==> config.mk <==
export PLATFORM = sky130hd
export DESIGN_NAME = spi_slave
export DESIGN_NICKNAME = d
export VERILOG_FILES = /design/src/rtl/spi_slave.sv
export SDC_FILE = /design/constraint.sdc
export NUM_CORES = 1
export LEC_CHECK = 0
export CAP_MARGIN = 20
export CORE_UTILIZATION = 52
export DETAILED_ROUTE_END_ITERATION = 10
export PLACE_DENSITY = 0.82
export SYNTH_ARGS = -nofsm -noshare
export SYNTH_HDL_FRONTEND = slang
export SYNTH_SLANG_ARGS = --single-unit
==> constraint.sdc <==
create_clock -name clk -period 1.77 [get_ports clk]
set_clock_uncertainty 0.05 [all_clocks]
set_input_delay 0.177 -clock clk [delete_from_list [all_inputs] [get_ports clk]]
set_output_delay 0.177 -clock clk [all_outputs]
set_load 0.005 [all_outputs]
==> src/rtl/spi_slave.sv <==
// spi_slave: mode-0 (CPOL=0, CPHA=0), MSB-first SPI slave.
// SCLK, MOSI and SS are oversampled in the clk domain. Words are exchanged
// through a one-deep transmit holding register and a receive register with
// a one-clk done strobe.
//
// state  | meaning
// -------+-----------------------------------------------------------
// IDLE   | SS high (or no fresh SS fall seen); MISO=0, SCLK ignored
// ACTIVE | frame open; sample MOSI on SCLK rise, shift MISO on fall
module spi_slave #(
  parameter int                    DATA_WIDTH  = 8,
  parameter int                    SYNC_STAGES = 2,
  parameter logic [DATA_WIDTH-1:0] IDLE_BYTE   = 8'hFF
) (
  input  logic                  clk,
  input  logic                  reset,
  input  logic                  SCLK,
  input  logic                  MOSI,
  input  logic                  SS,
  output logic                  MISO,
  input  logic [DATA_WIDTH-1:0] tx_data,
  input  logic                  tx_valid,
  output logic                  tx_ready,
  output logic [DATA_WIDTH-1:0] rx_data,
  output logic                  done,
  output logic                  busy
);

  localparam int                CNT_W    = $clog2(DATA_WIDTH);
  localparam logic [CNT_W-1:0]  LAST_BIT = CNT_W'(DATA_WIDTH - 1);
  localparam logic [CNT_W-1:0]  CNT_ZERO = '0;

  typedef enum logic {
    IDLE   = 1'b0,
    ACTIVE = 1'b1
  } state_t;

  // Synchronizer chains plus one delayed copy for edge detection.
  logic [SYNC_STAGES-1:0] sclk_sync_q;
  logic [SYNC_STAGES-1:0] mosi_sync_q;
  logic [SYNC_STAGES-1:0] ss_sync_q;
  logic                   sclk_prev_q;
  logic                   ss_prev_q;

  logic sclk_s;
  logic mosi_s;
  logic ss_s;
  logic sclk_rise;
  logic sclk_fall;
  logic ss_rise;
  logic ss_fall;

  state_t                state_q,     state_d;
  logic [CNT_W-1:0]      bit_cnt_q,   bit_cnt_d;
  logic [DATA_WIDTH-1:0] tx_shift_q,  tx_shift_d;
  logic [DATA_WIDTH-1:0] rx_shift_q,  rx_shift_d;
  logic [DATA_WIDTH-1:0] rx_data_q,   rx_data_d;
  logic [DATA_WIDTH-1:0] hold_q,      hold_d;
  logic                  hold_full_q, hold_full_d;
  logic                  done_q,      done_d;
  logic                  miso_q,      miso_d;
  logic                  load_word;

  // Bring the asynchronous pins into the clk domain. SS resets low so that
  // a reset released mid-frame only restarts on a genuinely new SS fall.
  always_ff @(posedge clk or posedge reset) begin
    if (reset) begin
      sclk_sync_q <= '0;
      mosi_sync_q <= '0;
      ss_sync_q   <= '0;
      sclk_prev_q <= 1'b0;
      ss_prev_q   <= 1'b0;
    end else begin
      sclk_sync_q <= {sclk_sync_q[SYNC_STAGES-2:0], SCLK};
      mosi_sync_q <= {mosi_sync_q[SYNC_STAGES-2:0], MOSI};
      ss_sync_q   <= {ss_sync_q[SYNC_STAGES-2:0], SS};
      sclk_prev_q <= sclk_sync_q[SYNC_STAGES-1];
      ss_prev_q   <= ss_sync_q[SYNC_STAGES-1];
    end
  end

  assign sclk_s    = sclk_sync_q[SYNC_STAGES-1];
  assign mosi_s    = mosi_sync_q[SYNC_STAGES-1];
  assign ss_s      = ss_sync_q[SYNC_STAGES-1];
  assign sclk_rise = sclk_s & ~sclk_prev_q;
  assign sclk_fall = ~sclk_s & sclk_prev_q;
  assign ss_rise   = ss_s & ~ss_prev_q;
  assign ss_fall   = ~ss_s & ss_prev_q;

  // State and datapath registers.
  always_ff @(posedge clk or posedge reset) begin
    if (reset) begin
      state_q     <= IDLE;
      bit_cnt_q   <= '0;
      tx_shift_q  <= '0;
      rx_shift_q  <= '0;
      rx_data_q   <= '0;
      hold_q      <= '0;
      hold_full_q <= 1'b0;
      done_q      <= 1'b0;
      miso_q      <= 1'b0;
    end else begin
      state_q     <= state_d;
      bit_cnt_q   <= bit_cnt_d;
      tx_shift_q  <= tx_shift_d;
      rx_shift_q  <= rx_shift_d;
      rx_data_q   <= rx_data_d;
      hold_q      <= hold_d;
      hold_full_q <= hold_full_d;
      done_q      <= done_d;
      miso_q      <= miso_d;
    end
  end

  // Next-state, shift/sample logic and holding-register handshake.
  always_comb begin
    state_d     = state_q;
    bit_cnt_d   = bit_cnt_q;
    tx_shift_d  = tx_shift_q;
    rx_shift_d  = rx_shift_q;
    rx_data_d   = rx_data_q;
    hold_d      = hold_q;
    hold_full_d = hold_full_q;
    done_d      = 1'b0;
    miso_d      = miso_q;
    load_word   = 1'b0;

    case (state_q)
      IDLE: begin
        miso_d = 1'b0;
        if (ss_fall) begin
          state_d    = ACTIVE;
          bit_cnt_d  = '0;
          rx_shift_d = '0;
          load_word  = 1'b1;
        end
      end
      ACTIVE: begin
        // SS rise has priority over a coincident SCLK edge; the partial
        // word is dropped and the current tx word is considered consumed.
        if (ss_rise) begin
          state_d   = IDLE;
          bit_cnt_d = '0;
          miso_d    = 1'b0;
        end else if (sclk_rise) begin
          rx_shift_d = {rx_shift_q[DATA_WIDTH-2:0], mosi_s};
          if (bit_cnt_q == LAST_BIT) begin
            rx_data_d = {rx_shift_q[DATA_WIDTH-2:0], mosi_s};
            done_d    = 1'b1;
            bit_cnt_d = '0;
          end else begin
            bit_cnt_d = bit_cnt_q + 1'b1;
          end
        end else if (sclk_fall) begin
          if (bit_cnt_q != CNT_ZERO) begin
            tx_shift_d = {tx_shift_q[DATA_WIDTH-2:0], 1'b0};
            miso_d     = tx_shift_q[DATA_WIDTH-2];
          end else begin
            load_word = 1'b1;
          end
        end
      end
      default: begin
        state_d = IDLE;
      end
    endcase

    // Word boundary: take the holding register, or the idle pattern if empty.
    if (load_word) begin
      if (hold_full_q) begin
        tx_shift_d  = hold_q;
        hold_full_d = 1'b0;
      end else begin
        tx_shift_d = IDLE_BYTE;
      end
      miso_d = tx_shift_d[DATA_WIDTH-1];
    end

    // Capture only into an empty holding register; a word offered in the
    // same cycle as an empty-register boundary load waits for the next word.
    if (tx_valid && !hold_full_q) begin
      hold_d      = tx_data;
      hold_full_d = 1'b1;
    end
  end

  assign MISO     = miso_q;
  assign tx_ready = ~hold_full_q;
  assign rx_data  = rx_data_q;
  assign done     = done_q;
  assign busy     = (state_q == ACTIVE);

endmodule

Word level (Yosys, flattened, before mapping)

Index checks and enable logic that the tools add are counted.

Flip-flop bits (word level): 45
Input port bits: 14
Output and inout port bits: 12

$add $sub $neg: 1
Equal/unequal tests: 10
Bitwise gates (word level): 11
Reduce and logical (&&, ||, !) cells: 12
Mux-type cells: 36

Operators with widths:

| kind                                                  | count |
|---|---|
| two-way mux 7 bit                                     | 9 |
| two-way mux 1 bit                                     | 17 |
| case mux 7 bit (2 select lines)                       | 1 |
| two-way mux 3 bit                                     | 4 |
| two-way mux 8 bit                                     | 1 |
| inequality test 4 x 3 -> 1 bit, second input constant | 2 |
| nonzero test 2 bit                                    | 4 |
| inverter 1 bit                                        | 7 |
| inequality test 2 bit, second input constant          | 3 |
| case mux 1 bit (2 select lines)                       | 3 |
| case mux 3 bit (2 select lines)                       | 1 |
| AND reduction 3 bit                                   | 2 |
| AND reduction 5 bit                                   | 1 |
| AND 1 bit                                             | 4 |
| inequality test 2 x 1 -> 1 bit, second input constant | 2 |
| inequality test 4 x 2 -> 1 bit, second input constant | 1 |
| AND reduction 4 bit                                   | 1 |
| adder 3 x 1 -> 3 bit, second input constant           | 1 |
| == test 3 bit, second input constant                  | 1 |
| inequality test 3 bit, second input constant          | 1 |
| nonzero test 3 bit                                    | 1 |
| AND reduction 2 bit                                   | 1 |
| logical AND 1 bit                                     | 1 |
| zero test 1 bit                                       | 1 |

Logic depth before layout (Yosys ltp)

Depth after elaboration: 8
Mapped depth: 6

Worst setup path before layout

No wires, ideal clock.

Kind: register to register
Start: register bit_cnt_q[0]
End: register tx_shift_q[1]
Stages on the path, launching flop included: 7
Buffers on the path: 0
Setup slack: 0.294 ns
Setup time: 0.076 ns
Period minus slack after synthesis: 1.476 ns
Arrival: 1.350 ns
Cell sequence: dfrtp_1 > inv_1 > ha_1 > and4bb_2 > o21ai_1 > o22ai_1 > o21ai_1

Longest elaborated chain between the ends: 8
Elaborated cells between the ends (all ways): 13

Ends and longest elaborated chain:

| item                                                                                  | RTL line | text |
|---|---|---|
| start: declaration                                                                    | 54       | `logic [CNT_W-1:0] bit_cnt_q, bit_cnt_d;` |
| start signal: assignment                                                              | 104      | `bit_cnt_q <= bit_cnt_d;` |
| nonzero test 3 bit (*)                                                                | 155      | `if (bit_cnt_q != CNT_ZERO) begin` |
| two-way mux 1 bit                                                                     | 155      |  |
| two-way mux 1 bit                                                                     | 154      | `end else if (sclk_fall) begin` |
| two-way mux 1 bit                                                                     | 145      | `end else if (sclk_rise) begin` |
| two-way mux 1 bit                                                                     | 141      | `if (ss_rise) begin` |
| case mux 1 bit (2 select lines)                                                       | 128      | `case (state_q)` |
| inequality test 2 x 1 -> 1 bit (no line) / nonzero test 2 bit (equally long branches) | --       |  |
| AND reduction 5 bit (no line)                                                         | --       |  |
| end signal: assignment                                                                | 105      | `tx_shift_q <= tx_shift_d;` |
| end: declaration                                                                      | 55       | `logic [DATA_WIDTH-1:0] tx_shift_q, tx_shift_d;` |

Mark *: on every way between the ends. The rest lies on a longest branch, timed or not.
A chain may end at the register's enable or synchronous reset.

Worst setup path in the final report

Start: register state_q, in the netlist busy
End: output port busy

RTL lines:

| item                     | RTL line | text |
|---|---|---|
| start: declaration       | 53       | `state_t state_q, state_d;` |
| start signal: assignment | 103      | `state_q <= state_d;` |
| end: declaration         | 26       | `output logic busy` |

No word-level cell between the ends.

==> metrics.md <==
| Metric | Value |
|---|---|
| Status | `finished clean` |
| Drt via density | `about 5.3` |
| CTS Buffer Depth | `2` |
| Critical path peak fanout | `12` |
| Post-synthesis cell type count | `32` |
| GR Util met3 | `approximately 5.7%` |
| Hold Path Class | `input pin to async pin` |
| CP max stage cell | `clkdlybuf4s50_1` |
| Worst-Skew Late Latency | `around 0.36 ns` |
| Worst Setup Path Type | `flip-flop to primary output` |
| Tcrit/Tclk final | `a little over nine tenths` |
| Post-synth EDFFs | `0` |
| 1st-iter DRT viols | `83` |
| Number of synthesized register bits | `45` |
| Worst-path clk slew | `roughly 0.14 ns` |
| Gr ovfl total | `0` |
| ANT cells | `0` |
| Share of cells above drive strength 1 | `between 15 and 20%` |
| Top Ports | `26` |
| Yosys top cell by area | `dfrtp_1` |
| GPL Wtd Cong | `approximately 0.76` |
| Slew HR | `about 64%` |
| Placed wire-length estimate | `roughly 2200 um` |
| Clock buffer count from CTS | `5` |
| Critical path, cell by cell | `clkdlybuf4s50_1` |
| WP data arrival | `1.46 ns` |
| Placed Cells | `220` |
| Worst-case vdd ir drop | `~0.77 mV` |
| Syn_area_per_cell | `~13 um2` |
| Slowest cell delay on critical path | `0.55 ns` |
| Final max-slew violation count | `0` |
| Vias post-DR | `1229` |
| Final non-filler cell total | `between 200 and 250` |
| IO buf count | `25` |
| Most frequent cells in the layout | `dfrtp_1 (44), clkdlybuf4s50_1 (25), nand2_1 (22), o21ai_1 (15), mux2_1 (13)` |
| Ys flop type | `dfrtp_1` |
| Final setup TNS | `0 ns` |
| Fmax | `between 0.5 and 0.6 GHz` |
| Starting Density | `a little under three fifths` |
| CP bufs+invs | `1` |
| ANT nets after route | `0` |
| Yosys warning count | `0` |
| RSZ-0062 raised after global routing | `false` |
| Area grow syn2layout | `19.35%` |
| Asr flop ratio synth | `100.0%` |
| Commonest non-fill, non-tap cell in the layout | `dfrtp_1` |
| Post-synthesis sequential area ratio | `59.45%` |
| Post-layout util | `approximately 66%` |
| Min cycle time layout | `roughly 1.7 ns` |
| M2 GR Usage | `about a third` |
| Syn Nets | `approximately 170` |
| Final hold vios | `0` |
| # fillers | `270` |
| Nets | `200` |
| DRC errors left | `0` |
| CTS sink cnt | `45` |
| Final WL | `about 3100 um` |
| Total core area | `approximately 3400 um2` |
| Area of the die | `just under 4000 um2` |
| Setup Viol. Count Final | `0` |
| TritonRoute pass-1 iters | `4` |
| CTS tree | `yes` |
| Largest net degree at the start of global routing | `between 40 and 50` |
| Share of the synthesized area in the top cell type | `59.45%` |
| Total power | `about 0.0025 W` |
| Routed length per instance | `between 10 and 15 um` |
| Top Family by Delay on Critical Path | `buffers and inverters` |
| Busiest grt layer | `met2` |
| Leakage power | `between 1 and 1.5 nW` |
| GRT met1 Usage | `a little under a quarter` |
| H-tree levels | `2` |
| Pwr/cell area | `roughly 1100 nW/um2` |
| Slew @ Worst Pin | `~0.54 ns` |
| Clk root buf | `clkbuf_4` |
| Synth Cell Area | `about 1900 um2` |
| # hold bufs at CTS | `0` |
| Mapped Cells | `between 150 and 200` |
| Crit start category | `flip-flop` |
| # rows | `21` |
| CP endpoint kind | `primary output` |
| Antenna violations before repair | `0` |
| Largest cells by area after synthesis | `dfrtp_1 (59%), mux2_1 (7.7%), nand2_1 (4.4%), o21ai_1 (4.2%), ha_1 (2.0%)` |
| Die Width | `roughly 62 um` |
| Crit path required time | `approximately 1.5 ns` |
| GRT Util Overall | `a little under a fifth` |
| Max-cap viol count | `0` |
| Vias in the first global route | `about 1.2k` |
| First-pass GRT wire length | `between 5000 and 6000 um` |
| Die H | `62.36 um` |
worst min-delay path: stages:
cell             delay (ns)
clkdlybuf4s50_1        0.39
inv_1                  0.05
buf_4                  0.45
area by class of cell:
type,instances,area (um2),area share (%)
Clock buffer,5,37.54,1.660
Clock inverter,3,21.27,0.9408
Inverter,5,18.77,0.8301
Multi-Input combinational cell,96,710.7,31.43
Sequential cell,45,1127,49.86
Tap cell,46,57.56,2.546
Timing Repair Buffer,30,287.8,12.73
what timing repair did:
| action | CTS | global route |
|---|---|---|
| gates cloned | 0 | 0 |
| hold endpoints to repair | 0 | 0 |
| setup buffers | 0 | 2 |
| setup endpoints to repair | 1 | 7 |
| gates resized for setup | 1 | 1 |
| pin swaps | 0 | 0 |
Yosys cell counts, types with 2 or more instances:
cell,count
a211oi_1,3
a21oi_1,3
and2b_1,2
buf_6,3
dfrtp_1,45
ha_1,3
inv_1,5
mux2_1,13
mux2_2,3
nand2_1,22
nand2b_1,2
nand3b_1,2
nor2_1,4
o21ai_0,3
o21ai_1,16
o22ai_1,6
metal layers:
metal	vias to the layer above	part of all wire (%)
li1	594	-
met1	603	44
met2	26	51
met3	6	3.6
met4	0	1.7
met5	-	0
cells by family after synthesis:
group | after synthesis | share of synthesized area, %
and+or+nand+nor | 39 | 11.76
AOI/OAI and AO/OA | 38 | 14.07
muxes | 16 | 9.511
buffers and inverters | 10 | 3.236
adders and majority gates | 3 | 1.982
DFF | 45 | 59.45
registers in the layout, indices dropped and copies added, names as in the netlist:
signal       count
done             1
hold_full_q      1
tx_shift_q       7
busy             1
ss_prev_q        1
rx_shift_q       7
ss_sync_q        2
sclk_prev_q      1
hold_q           8
rx_data          8
bit_cnt_q        3
MISO             1
sclk_sync_q      2
mosi_sync_q      2
power by group:
part	total, W	switching [W]	internal (W)
logic	0.000540	0.000242	0.000299
clock network	0.000495	0.000337	0.000157
registers	0.00142	0.000160	0.00126
per-stage QoR:
step | hold WS, ns | worst slack (ns) | area [um2]
6_report | 0.1842 | 0.08686 | 2261
2_1_floorplan | 0.1584 | 0.2940 | 1894
5_1_grt | 0.1621 | 0.003081 | 2261
3_3_place_gp | 0.2821 | 0.2100 | 2182
3_5_place_dp | 0.2912 | 0.1160 | 2182
4_1_cts | 0.1756 | 0.03418 | 2242
final timing paths:
path                       slack [ns]  cells after the start                startpoint                         to
max                              0.09                      1            busy$_DFF_PP0_                       busy
min                              0.18                      3                     reset     rx_data[0]$_DFFE_PP0P_
max reg2reg                      0.19                      6  bit_cnt_q[0]$_DFFE_PP0P_  tx_shift_q[4]$_DFFE_PP0P_
min reg2reg                      0.31                      0  mosi_sync_q[0]$_DFF_PP0_   mosi_sync_q[1]$_DFF_PP0_
max in group asynchronous        1.09                      3                     reset             busy$_DFF_PP0_
min in group clk                 0.19                      1                        SS     ss_sync_q[0]$_DFF_PP0_
Note: power is estimated with default switching activity, not from simulation.
